===== config.mk =====
export PLATFORM = sky130hd
export DESIGN_NAME = vga_sync_gen
export DESIGN_NICKNAME = d
export VERILOG_FILES = /design/src/rtl/vga_timing_pkg.sv /design/src/rtl/vga_sync_gen_div.sv /design/src/rtl/vga_sync_gen.sv
export SDC_FILE = /design/constraint.sdc
export NUM_CORES = 1
export LEC_CHECK = 0
export BUFFER_PORTS_ARGS = -buffer_cell sky130_fd_sc_hd__buf_4
export CORE_ASPECT_RATIO = 1.75
export CORE_UTILIZATION = 35
export DETAILED_ROUTE_END_ITERATION = 10
export GPL_TIMING_DRIVEN = 0
export PLACE_DENSITY = 0.58
export SLEW_MARGIN = 20
export SYNTH_ARGS = -nofsm -noshare
export SYNTH_HDL_FRONTEND = slang
export SYNTH_SLANG_ARGS = --single-unit

===== constraint.sdc =====
create_clock -name reloj -period 5.5 [get_ports reloj]
set_input_delay 0 -clock reloj [delete_from_list [all_inputs] [get_ports reloj]]
set_output_delay 0 -clock reloj [all_outputs]
set_load 0.01 [all_outputs]

===== src/rtl/vga_timing_pkg.sv =====
// VGA 640x480@60 timing constants, derived totals and counter helpers
// shared by vga_sync_gen and pixel_tick_div.
package vga_timing_pkg;

  localparam int TICK_DIV = 4;

  localparam int H_DISP = 640;
  localparam int H_FP   = 16;
  localparam int H_SYNC = 96;
  localparam int H_BP   = 48;

  localparam int V_DISP = 480;
  localparam int V_FP   = 10;
  localparam int V_SYNC = 2;
  localparam int V_BP   = 33;

  localparam int H_TOTAL = H_DISP + H_FP + H_SYNC + H_BP;
  localparam int V_TOTAL = V_DISP + V_FP + V_SYNC + V_BP;

  localparam int H_SYNC_START = H_DISP + H_FP;
  localparam int H_SYNC_END   = H_SYNC_START + H_SYNC - 1;
  localparam int V_SYNC_START = V_DISP + V_FP;
  localparam int V_SYNC_END   = V_SYNC_START + V_SYNC - 1;

  localparam int CNT_W = 10;
  typedef logic [CNT_W-1:0] cnt_t;

  // Wrapping increment: the wrap is decided by an equality compare against
  // the last legal value, never by letting the counter overflow.
  function automatic cnt_t wrapInc(input cnt_t value, input cnt_t last);
    return (value == last) ? '0 : cnt_t'(value + cnt_t'(1));
  endfunction

endpackage


===== src/rtl/vga_sync_gen_div.sv =====
// Pixel-rate divider: a 2-bit counter cycling 0..TICK_DIV-1 on every clock,
// with a registered tick that is high exactly while the counter sits at its
// last value.
module pixel_tick_div
  import vga_timing_pkg::*;
#(
  parameter int TICK_DIV = vga_timing_pkg::TICK_DIV
) (
  input  logic i_clk,
  input  logic i_reset,
  output logic o_tick
);

  localparam logic [1:0] DIV_LAST = 2'(TICK_DIV - 1);

  logic [1:0] r_div;
  logic [1:0] w_divNext;
  logic       r_tick;

  // Next divider value, wrapping on an equality compare with the last count.
  always_comb begin
    w_divNext = (r_div == DIV_LAST) ? 2'd0 : 2'(r_div + 2'd1);
  end

  // Divider register; the tick is decoded from the next value so that it is
  // registered yet high in the same cycle the divider reads its last count.
  always_ff @(posedge i_clk) begin
    if (i_reset) begin
      r_div  <= 2'd0;
      r_tick <= 1'b0;
    end else begin
      r_div  <= w_divNext;
      r_tick <= (w_divNext == DIV_LAST);
    end
  end

  assign o_tick = r_tick;

endmodule


===== src/rtl/vga_sync_gen.sv =====
// VGA sync generator: pixel/line counters, registered hsync/vsync/video_on
// decoded from next-state counters, and a frame-start pulse.
// Optional macro VGA_SYNC_DELAY_EN delays hsync, vsync and video_on by two
// pixel ticks to line up with a two-register glyph lookup downstream.
module vga_sync_gen
  import vga_timing_pkg::*;
#(
  parameter int TICK_DIV = vga_timing_pkg::TICK_DIV,
  parameter int H_DISP   = vga_timing_pkg::H_DISP,
  parameter int H_FP     = vga_timing_pkg::H_FP,
  parameter int H_SYNC   = vga_timing_pkg::H_SYNC,
  parameter int H_BP     = vga_timing_pkg::H_BP,
  parameter int V_DISP   = vga_timing_pkg::V_DISP,
  parameter int V_FP     = vga_timing_pkg::V_FP,
  parameter int V_SYNC   = vga_timing_pkg::V_SYNC,
  parameter int V_BP     = vga_timing_pkg::V_BP
) (
  input  logic       reloj,
  input  logic       resetM,
  output logic       pixel_tick,
  output logic [9:0] Qh,
  output logic [9:0] Qv,
  output logic       hsync,
  output logic       vsync,
  output logic       video_on,
  output logic       frame_start
);

  localparam cnt_t LINE_LAST  = cnt_t'(H_DISP + H_FP + H_SYNC + H_BP - 1);
  localparam cnt_t FRAME_LAST = cnt_t'(V_DISP + V_FP + V_SYNC + V_BP - 1);
  localparam cnt_t HS_START   = cnt_t'(H_DISP + H_FP);
  localparam cnt_t HS_END     = cnt_t'(H_DISP + H_FP + H_SYNC - 1);
  localparam cnt_t VS_START   = cnt_t'(V_DISP + V_FP);
  localparam cnt_t VS_END     = cnt_t'(V_DISP + V_FP + V_SYNC - 1);
  localparam cnt_t H_VISIBLE  = cnt_t'(H_DISP);
  localparam cnt_t V_VISIBLE  = cnt_t'(V_DISP);

  logic w_tick;
  logic w_lineWrap;
  logic w_frameWrap;
  cnt_t w_qhNext;
  cnt_t w_qvNext;
  logic w_hsyncNext;
  logic w_vsyncNext;
  logic w_videoNext;

  cnt_t r_qh;
  cnt_t r_qv;
  logic r_hsync;
  logic r_vsync;
  logic r_video;
  logic r_frameStart;

  pixel_tick_div #(
    .TICK_DIV(TICK_DIV)
  ) u_div (
    .i_clk  (reloj),
    .i_reset(resetM),
    .o_tick (w_tick)
  );

  // Next counter values and the sync/visible decode of those next values, so
  // the registered decode lands in the same cycle as the counters it describes.
  always_comb begin
    w_lineWrap  = w_tick && (r_qh == LINE_LAST);
    w_frameWrap = w_lineWrap && (r_qv == FRAME_LAST);
    w_qhNext    = r_qh;
    w_qvNext    = r_qv;
    if (w_tick) begin
      w_qhNext = wrapInc(r_qh, LINE_LAST);
    end
    if (w_lineWrap) begin
      w_qvNext = wrapInc(r_qv, FRAME_LAST);
    end
    w_hsyncNext = !((w_qhNext >= HS_START) && (w_qhNext <= HS_END));
    w_vsyncNext = !((w_qvNext >= VS_START) && (w_qvNext <= VS_END));
    w_videoNext = (w_qhNext < H_VISIBLE) && (w_qvNext < V_VISIBLE);
  end

  // Counter and decode registers; reset wins over any pending tick and never
  // produces a frame-start pulse of its own.
  always_ff @(posedge reloj) begin
    if (resetM) begin
      r_qh         <= '0;
      r_qv         <= '0;
      r_hsync      <= 1'b1;
      r_vsync      <= 1'b1;
      r_video      <= 1'b0;
      r_frameStart <= 1'b0;
    end else begin
      r_qh         <= w_qhNext;
      r_qv         <= w_qvNext;
      r_hsync      <= w_hsyncNext;
      r_vsync      <= w_vsyncNext;
      r_video      <= w_videoNext;
      r_frameStart <= w_frameWrap;
    end
  end

`ifdef VGA_SYNC_DELAY_EN
  logic [1:0] r_hsyncDly;
  logic [1:0] r_vsyncDly;
  logic [1:0] r_videoDly;

  // Two-stage pixel-rate delay of the decoded signals; counters and
  // frame_start stay undelayed.
  always_ff @(posedge reloj) begin
    if (resetM) begin
      r_hsyncDly <= 2'b11;
      r_vsyncDly <= 2'b11;
      r_videoDly <= 2'b00;
    end else if (w_tick) begin
      r_hsyncDly <= {r_hsyncDly[0], r_hsync};
      r_vsyncDly <= {r_vsyncDly[0], r_vsync};
      r_videoDly <= {r_videoDly[0], r_video};
    end
  end

  assign hsync    = r_hsyncDly[1];
  assign vsync    = r_vsyncDly[1];
  assign video_on = r_videoDly[1];
`else
  assign hsync    = r_hsync;
  assign vsync    = r_vsync;
  assign video_on = r_video;
`endif

  assign pixel_tick  = w_tick;
  assign Qh          = r_qh;
  assign Qv          = r_qv;
  assign frame_start = r_frameStart;

endmodule


After elaboration in Yosys (flattened, before gate mapping)
Cells that the tools add are included.
- $add $sub $neg: 3
- $lt $le $gt $ge: 6
- equality and inequality tests: 4
- mux-type cells: 5
- reductions and logical operators: 7
- operators with widths (operator ; count):
    $mux 10 ; 4
    $add 10x1->10 const B ; 2
    $eq 10x10->1 const B ; 2
    $ge 10x10->1 const B ; 1
    $ge 10x9->1 const B ; 1
    $le 10x10->1 const B ; 1
    $le 10x9->1 const B ; 1
    $lt 10x10->1 const B ; 1
    $lt 10x9->1 const B ; 1
    $logic_and 1x1->1 ; 5
    $eq 2x2->1 const B ; 2
    $add 2x1->2 const B ; 1
    $logic_not 1->1 ; 2
    $mux 2 ; 1
- register bits: 27
- output and inout bits: 25
- logic and storage cells: 33

Longest topological paths before layout
Gate-level depths: netlist (run 1).
- word-level depth: 6
- depth in mapped cells: 8
- mapped depth without buffers: 8

Hierarchy
From an unflattened synthesis (run 1), not the netlist that was laid out.
- cell total of the unflattened synthesis: 188
- area, all modules: 1535.2 sq um
- by module, submodules not included (module ; instances ; cells an instance ; area each (sq um) ; sequential area each (sq um)):
    vga_sync_gen ; 1 ; 179 ; 1426.4 ; 480.5
    pixel_tick_div ; 1 ; 9 ; 108.9 ; 60.1

Worst setup path after synthesis (run 1)
Ideal clock, no wire load.
- path type: register to register
- start: register r_qv[1], in the netlist Qv[1]
- end: register r_vsync, in the netlist vsync
- library setup time: 0.134 ns
- arrival: 1.978 ns
- required time: 5.366 ns
- path slack: 3.388 ns
- cell stages (with the launch flop): 8
- path through: dfxtp_1 > ha_1 > and3_1 > nand3_1 > or3_1 > a21o_1 > a2111oi_4 > nand4_1
- longest elaborated chain between the ends: 6
- ends and longest elaborated chain (element ; line ; RTL):
    from (decl) ; vga_sync_gen.sv:48 ; cnt_t r_qv;
    from (signal assigned) ; vga_sync_gen.sv:92 ; r_qv <= w_qvNext;
    $add 10x1->10 or $eq 10x10->1 (tied branches) ; vga_timing_pkg.sv:31 ; return (value == last) ? '0 : cnt_t'(value + cnt_t'(1));
    $mux 10 ; vga_timing_pkg.sv:31 ;
    $mux 10 * ; vga_sync_gen.sv:72 ; if (w_lineWrap) begin
    $ge 10x9->1 or $le 10x9->1 (tied branches) ; vga_sync_gen.sv:76 ; w_vsyncNext = !((w_qvNext >= VS_START) && (w_qvNext <= VS_END));
    $logic_and 1x1->1 * ; vga_sync_gen.sv:76 ;
    $logic_not 1->1 * ; vga_sync_gen.sv:76 ;
    to (signal assigned) ; vga_sync_gen.sv:94 ; r_vsync <= w_vsyncNext;
    to (decl) ; vga_sync_gen.sv:50 ; logic r_vsync;
Mark *: on every way between the ends. The rest lies on a longest branch, timed or not.
A chain may end at the register's enable or synchronous reset.

Worst setup path in the final report (run 1)
- start: register r_qh[0], in the netlist Qh[0]
- end: register r_vsync, in the netlist vsync
- longest elaborated chain between the ends: 6
- ends and longest elaborated chain (element ; line ; RTL):
    from (decl) ; vga_sync_gen.sv:47 ; cnt_t r_qh;
    from (signal assigned) ; vga_sync_gen.sv:91 ; r_qh <= w_qhNext;
    $eq 10x10->1 * ; vga_sync_gen.sv:65 ; w_lineWrap = w_tick && (r_qh == LINE_LAST);
    $logic_and 1x1->1 * ; vga_sync_gen.sv:65 ;
    $mux 10 * ; vga_sync_gen.sv:72 ;
    $ge 10x9->1 or $le 10x9->1 (tied branches) ; vga_sync_gen.sv:76 ;
    $logic_and 1x1->1 * ; vga_sync_gen.sv:76 ;
    $logic_not 1->1 * ; vga_sync_gen.sv:76 ;
Marks and branches as above.

==> reports/qor.yml, run 1 <==
critical_path:
  worst-path-buf-inv: 1
  endpoint_kind: "flip-flop"
  r2r-start: "Qh[0]"
  cp_top_family: "simple AND/OR/NAND/NOR gates"
  slowest_stage: "nor2_1"
  critPathMaxFanout: 10
  crit_required_ns: 5.65
  worstSetupPathType: "reg2reg"
  start_kind: "flip-flop"
  r2r_slack_ns: 3.07
  path_cells: "ha_1 -> nor3b_2 -> nand3_1 -> clkbuf_1 -> nor2_1 -> a32oi_1 -> a311oi_1 -> nand4_1"
  rr_worst_depth: 8
  cp_data_arrival_time_ns: 2.58
  r2r-end: "vsync"
  slowest_delay_ns: 0.47
route:
  postRouteAntennaNets: 0
  dr.pass1.iters: 4
  viasPerCell: 5.54
  wirelength_um: 3670
  drt_iter0_markers: 21
  drc_errors: 0
  vias: 1396
  wl_per_cell_um: 14.5
hold_path:
  whs_endpoint: "u_div.o_tick"
  hold_depth: 2
  min-delay-start: "resetM"
  hold_path.class: "in2reg"
power:
  p_per_area_mw_per_mm2: 193
  intPower_uw: 258
  p_sw_uw: 80.0
  leakagePower_nw: 0.690
  vdd.ir_drop.worst_uv: 150
  power_frac_comb_pct: 5.4
  p_seq_share_pct: 59.9
  p_clk_share_pct: 34.7
  switching_share_pct: 23.6
floorplan:
  start_util_pct: 37.0
  coreArea_mm2: 0.00394
  pin_count: 27
  die_w_um: 50.8
  dieHeight_um: 87.4
  rows: 30
  dieArea_mm2: 0.00444
timing:
  clock_skew_ns: 0.00739
  slew_headroom_pct: 64.6
  finalCritPeriodShare_pct: 44.1
  tns_ns: 0
  slew_viol_final: 0
  setup_viol: 0
  rsz0062_at_grt: "false"
  max_freq_mhz: 412
  hold_viol_final: 0
  layout_min_cycle_time_ns: 2.43
  hold_ws_ns: 0.115
  tightest_slew_ns: 0.527
synthesis:
  synth_top_area_share_pct: 37.0
  synth_edf_count: 0
  synth_area_leaders: "dfxtp_1 37%, xor2_1 4.8%, nor2_1 4.6%"
  yosysUniqueCellTypes: 40
  synth_top_flop_cell: "dfxtp_1"
  ys_top_cells_by_count: "27 x dfxtp_1, 18 x nor2_1, 12 x nand3_1"
  yosysWarnings: 0
  synth_area_mm2: 0.00146
  yosysMostFrequentCell: "dfxtp_1"
  ys_seq_area_share_pct: 37.0
  avgSynthCellArea_um2: 8.34
  yosys.area.top_type: "dfxtp_1"
  async_flop_share_pct: 0
  synthCells: 175
  syn-num-nets: 182
  yosys_register_bits: 27
global_routing:
  grt_pass1_wl_um: 6050
  grt_pass1_vias: 1331
  track_usage_pct: 18.0
  grt_max_degree: 17
  overflow: 0
  antenna_found_initial: 0
clock_tree:
  cts_setup_buffers: 0
  root_buffer: "clkbuf_8"
  cts.path.max_buffers: 2
  clkLatencyLatePin_ns: 0.28
  cts_resized: 0
  htree_levels: 1
  cts_hold_buf: 0
  numCtsBuffers: 3
  cts_tree: "built"
  clk_pin_slew_ns: 0.10
  cts_sinks: 27
job:
  cap_violations: 0
final_layout:
  diodes: 0
  area_growth_pct: 20.3
  finalNetCount: 212
  drive_above_1_share_pct: 18.6
place:
  hpwl_um: 2770
  place_congestion: 0.922
  portBuffers: 25
run_status:
  outcome: "finished clean"
stage by stage:
step	std cells	power (mW)	setup slack (ns)	area [um2]	utilization [%]
finish	252	0.338	3.07	1760	44.6
global route	252	0.350	2.93	1760	44.6
CTS	252	0.344	3.09	1760	44.6
detailed placement	248	0.226	3.10	1710	43.3
global placement	248	0.224	3.13	1710	43.3
floorplan	175	0.218	3.39	1460	-
sequential cells by signal, summed over array words and instances, names as in the netlist:
| register | flops |
|---|---|
| Qh | 10 |
| Qv | 10 |
| frame_start | 1 |
| hsync | 1 |
| u_div.o_tick | 1 |
| u_div.r_div | 2 |
| video_on | 1 |
| vsync | 1 |
how the worst max path moves through the flow:
stage	from	end	slack, ns	cells after the start
after floorplan	Qv[1]	vsync	3.39	7
after global placement	Qh[0]	vsync	3.13	8
after detailed placement	Qh[0]	vsync	3.10	8
after CTS	Qh[0]	vsync	3.09	8
after global routing	Qh[0]	vsync	2.93	8
final	Qh[0]	vsync	3.07	8
kinds of logic after synthesis:
logic type               count (synthesis)  synth area share [%]
multiplexers                             1                 0.686
XOR/XNOR                                13                  7.80
adder cells (fa/ha/maj)                  5                  4.28
AO/OA/AOI/OAI                           30                  14.1
AND/OR/NAND/NOR                         81                  30.8
flip-flops                              27                  37.0
buffers and inverters                   18                  5.40
layer usage:
layer	vias up	share of wire [%]	routed length, um	global-route usage, %
li1	681	-	-	-
met1	659	40	1450	19.0
met2	48	53	1960	35.0
met3	8	5.2	191	1.92
met4	0	1.8	66	6.82
met5	-	0	0	0
cell type report:
class | instances | area [um2]
clock buffer | 3 | 41.3
tap | 48 | 60.1
clock inverter | 1 | 7.51
multi-input combinational | 130 | 841
inverter | 7 | 26.3
sequential | 27 | 541
timing repair buffer | 25 | 188
buffer | 11 | 52.6
fill | 433 | 2180
cell usage in the layout (no fill, tap or decap), drive strengths merged:
cell      Yosys  final
a2111oi       2      2
a211oi        1      1
a21o          1      1
a21oi        10     10
a22oi         1      1
a2bb2oi       1      1
a311oi        1      1
a31oi         4      4
a32oi         1      1
and2          1      1
and3          6      6
and4          2      2
and4b         1      1
buf           4     29
clkbuf        7     10
clkinvlp      0      1
dfxtp        27     27
ha            5      5
inv           7      7
mux2i         1      1
nand2        11     11
nand2b        3      3
nand3        12     12
nand3b        4      4
nand4         5      5
nor2         18     18
nor2b         2      2
nor3          8      8
nor3b         1      1
nor4          2      2
o211a         1      1
o21ai         7      7
or3           2      2
or4           3      3
xnor2         5      5
xor2          8      8
power by group through the flow:
stage | Clock, mW | Combinational, mW | Sequential, mW
after global routing | 0.127 | 0.0202 | 0.203
after floorplan | 0 | 0.0101 | 0.208
after CTS | 0.122 | 0.0185 | 0.203
final | 0.117 | 0.0181 | 0.203
after global placement | 0 | 0.0174 | 0.207
after detailed placement | 0 | 0.0185 | 0.207
(Power assumes the default switching activity.)
==> run 2: changes to the inputs <==
Clock period 5.5 ns to 2.4 ns, I/O delays scaled along.
==> reports/qor.yml, run 2 (synthesis gave the netlist of run 1 again) <==
run_status:
  outcome: "finished clean"
final_layout:
  final_cell_mix: "26 x dfxtp_1, 25 x buf_4, 17 x nor2_1"
  multi_input_area_um2: 867  # +3.1%
  final_common_cell: "dfxtp_1"
  seqCellArea_um2: 542  # +0.23%
  fill_cells: 428  # -1.2%
  diodes: 0  # unchanged
  finalNetCount: 212  # unchanged
  area_growth_pct: 22.3
  drive_above_1_share_pct: 20.6  # +2.0 points
route:
  viasPerCell: 5.53  # -0.21%
  postRouteAntennaNets: 0  # unchanged
  drc_errors: 0  # unchanged
  wirelength_um: 3680  # +0.49%
  dr.pass1.iters: 5  # +1
  wl_per_cell_um: 14.6  # +0.49%
  drt_iter0_markers: 31  # +48%
  vias: 1393  # -0.21%
floorplan:
  pin_count: 27  # unchanged
  start_util_pct: 37.0  # unchanged
  dieArea_mm2: 0.00444  # unchanged
  rows: 30  # unchanged
  dieHeight_um: 87.4  # unchanged
  die_w_um: 50.8  # unchanged
  coreArea_mm2: 0.00394  # unchanged
clock_tree:
  htree_levels: 1  # unchanged
  clkLatencyLatePin_ns: 0.28  # about the same
  cts_setup_buffers: 0  # unchanged
  cts_tree: "built"
  clk_pin_slew_ns: 0.10  # about the same
  cts_sinks: 27  # unchanged
  cts_resized: 1  # +1
  root_buffer: "clkbuf_8"
  cts_hold_buf: 0  # unchanged
  numCtsBuffers: 3  # unchanged
  cts.path.max_buffers: 2  # unchanged
timing:
  tns_ns: 0  # unchanged
  hold_viol_final: 0  # unchanged
  slew_viol_final: 0  # unchanged
  max_freq_mhz: 449  # +9.0%
  slew_headroom_pct: 56.1  # -8.5 points
  setup_viol: 0  # unchanged
  setup_ws_ns: 0.174  # -2.90 ns
  tightest_slew_ns: 0.653  # +0.126 ns
  layout_min_cycle_time_ns: 2.23  # -0.201 ns
  clock_skew_ns: 0.00854  # +0.00116 ns
  finalCritPeriodShare_pct: 92.8  # +49 points
  rsz0062_at_grt: "false"
global_routing:
  grt_pass1_wl_um: 6050  # unchanged
  grt_pass1_vias: 1331  # unchanged
  track_usage_pct: 18.0  # unchanged
  grt_max_degree: 17  # unchanged
  antenna_found_initial: 0  # unchanged
  overflow: 0  # unchanged
critical_path:
  start_kind: "flip-flop"
  worstSetupPathType: "reg2reg"
  slowest_stage: "dfxtp_1"
  crit_required_ns: 2.56  # -3.09 ns
  slowest_delay_ns: 0.46  # about the same
  endpoint_kind: "flip-flop"
  path_cells: "ha_4 -> and3_1 -> nand3_1 -> or3_1 -> a21o_1 -> a2111oi_4 -> nand4_1"
  cp_data_arrival_time_ns: 2.38  # -0.20 ns
  critPathMaxFanout: 7  # -3
power:
  vdd.ir_drop.worst_uv: 346  # +130%
  p_per_area_mw_per_mm2: 435  # +130%
  leakagePower_nw: 0.688  # -0.30%
job:
  cap_violations: 0  # unchanged
place:
  hpwl_um: 2770  # unchanged
  portBuffers: 25  # unchanged
  place_congestion: 0.922  # unchanged
  place_ws_ns: 0.000828  # -3.10 ns
hold_path:
  hold_path.class: "in2reg"
==> run 2: layer usage <==
layer	up-vias	track usage [%]	wire, um
li1	681	-	-
met1	660	19.0	1480
met2	44	35.0	1960
met3	8	1.92	169
met4	0	6.82	66
met5	-	0	0
==> run 2: worst max-delay path, delay by kind of cell (launching register included) <==
family | cells | cell delay (ns)
DFF | 1 | 0.46
AOI/OAI and AO/OA | 2 | 0.62
adders and majority gates | 1 | 0.21
and+or+nand+nor | 4 | 0.80
==> run 2: per-stage QoR <==
stage	std cells	area [um2]	total power, mW	hold WS, ns	util (%)
floorplan	175	1460	0.499	0.298	-
global placement	248	1710	0.514	0.390	43.3
detailed placement	248	1710	0.517	0.390	43.3
CTS	252	1760	0.787	0.115	44.6
global route	252	1790	0.803	0.126	45.3
finish	252	1790	0.777	0.117	45.3
==> run 2: final timing paths <==
path                       start             end  slack (ns)  cells past startpoint
setup / recovery           Qv[0]           vsync        0.17                      7
hold / removal            resetM    u_div.o_tick        0.12                      2
setup reg to reg           Qv[0]           vsync        0.17                      7
hold reg to reg   u_div.r_div[0]  u_div.r_div[0]        0.47                      1
==> run 2: final cells by class <==
class                   count  share of cell area, %
multi-input cells         130                   48.6
flip-flops and latches     27                   30.3
repair buffers             25                   10.5
well taps                  48                   3.36
plain buffers              11                   3.01
clock buffers               3                   2.31
inverters                   7                   1.47
clock inverters             1                  0.420
==> run 2: report_power, final <==
group	total (mW)	leakage (nW)	internal (mW)	switching, mW
Sequential	0.465	0.219	0.457	0.00746
Combinational	0.0414	0.447	0.0167	0.0247
Clock	0.271	0.0217	0.118	0.153
Total	0.777	0.688	0.592	0.186
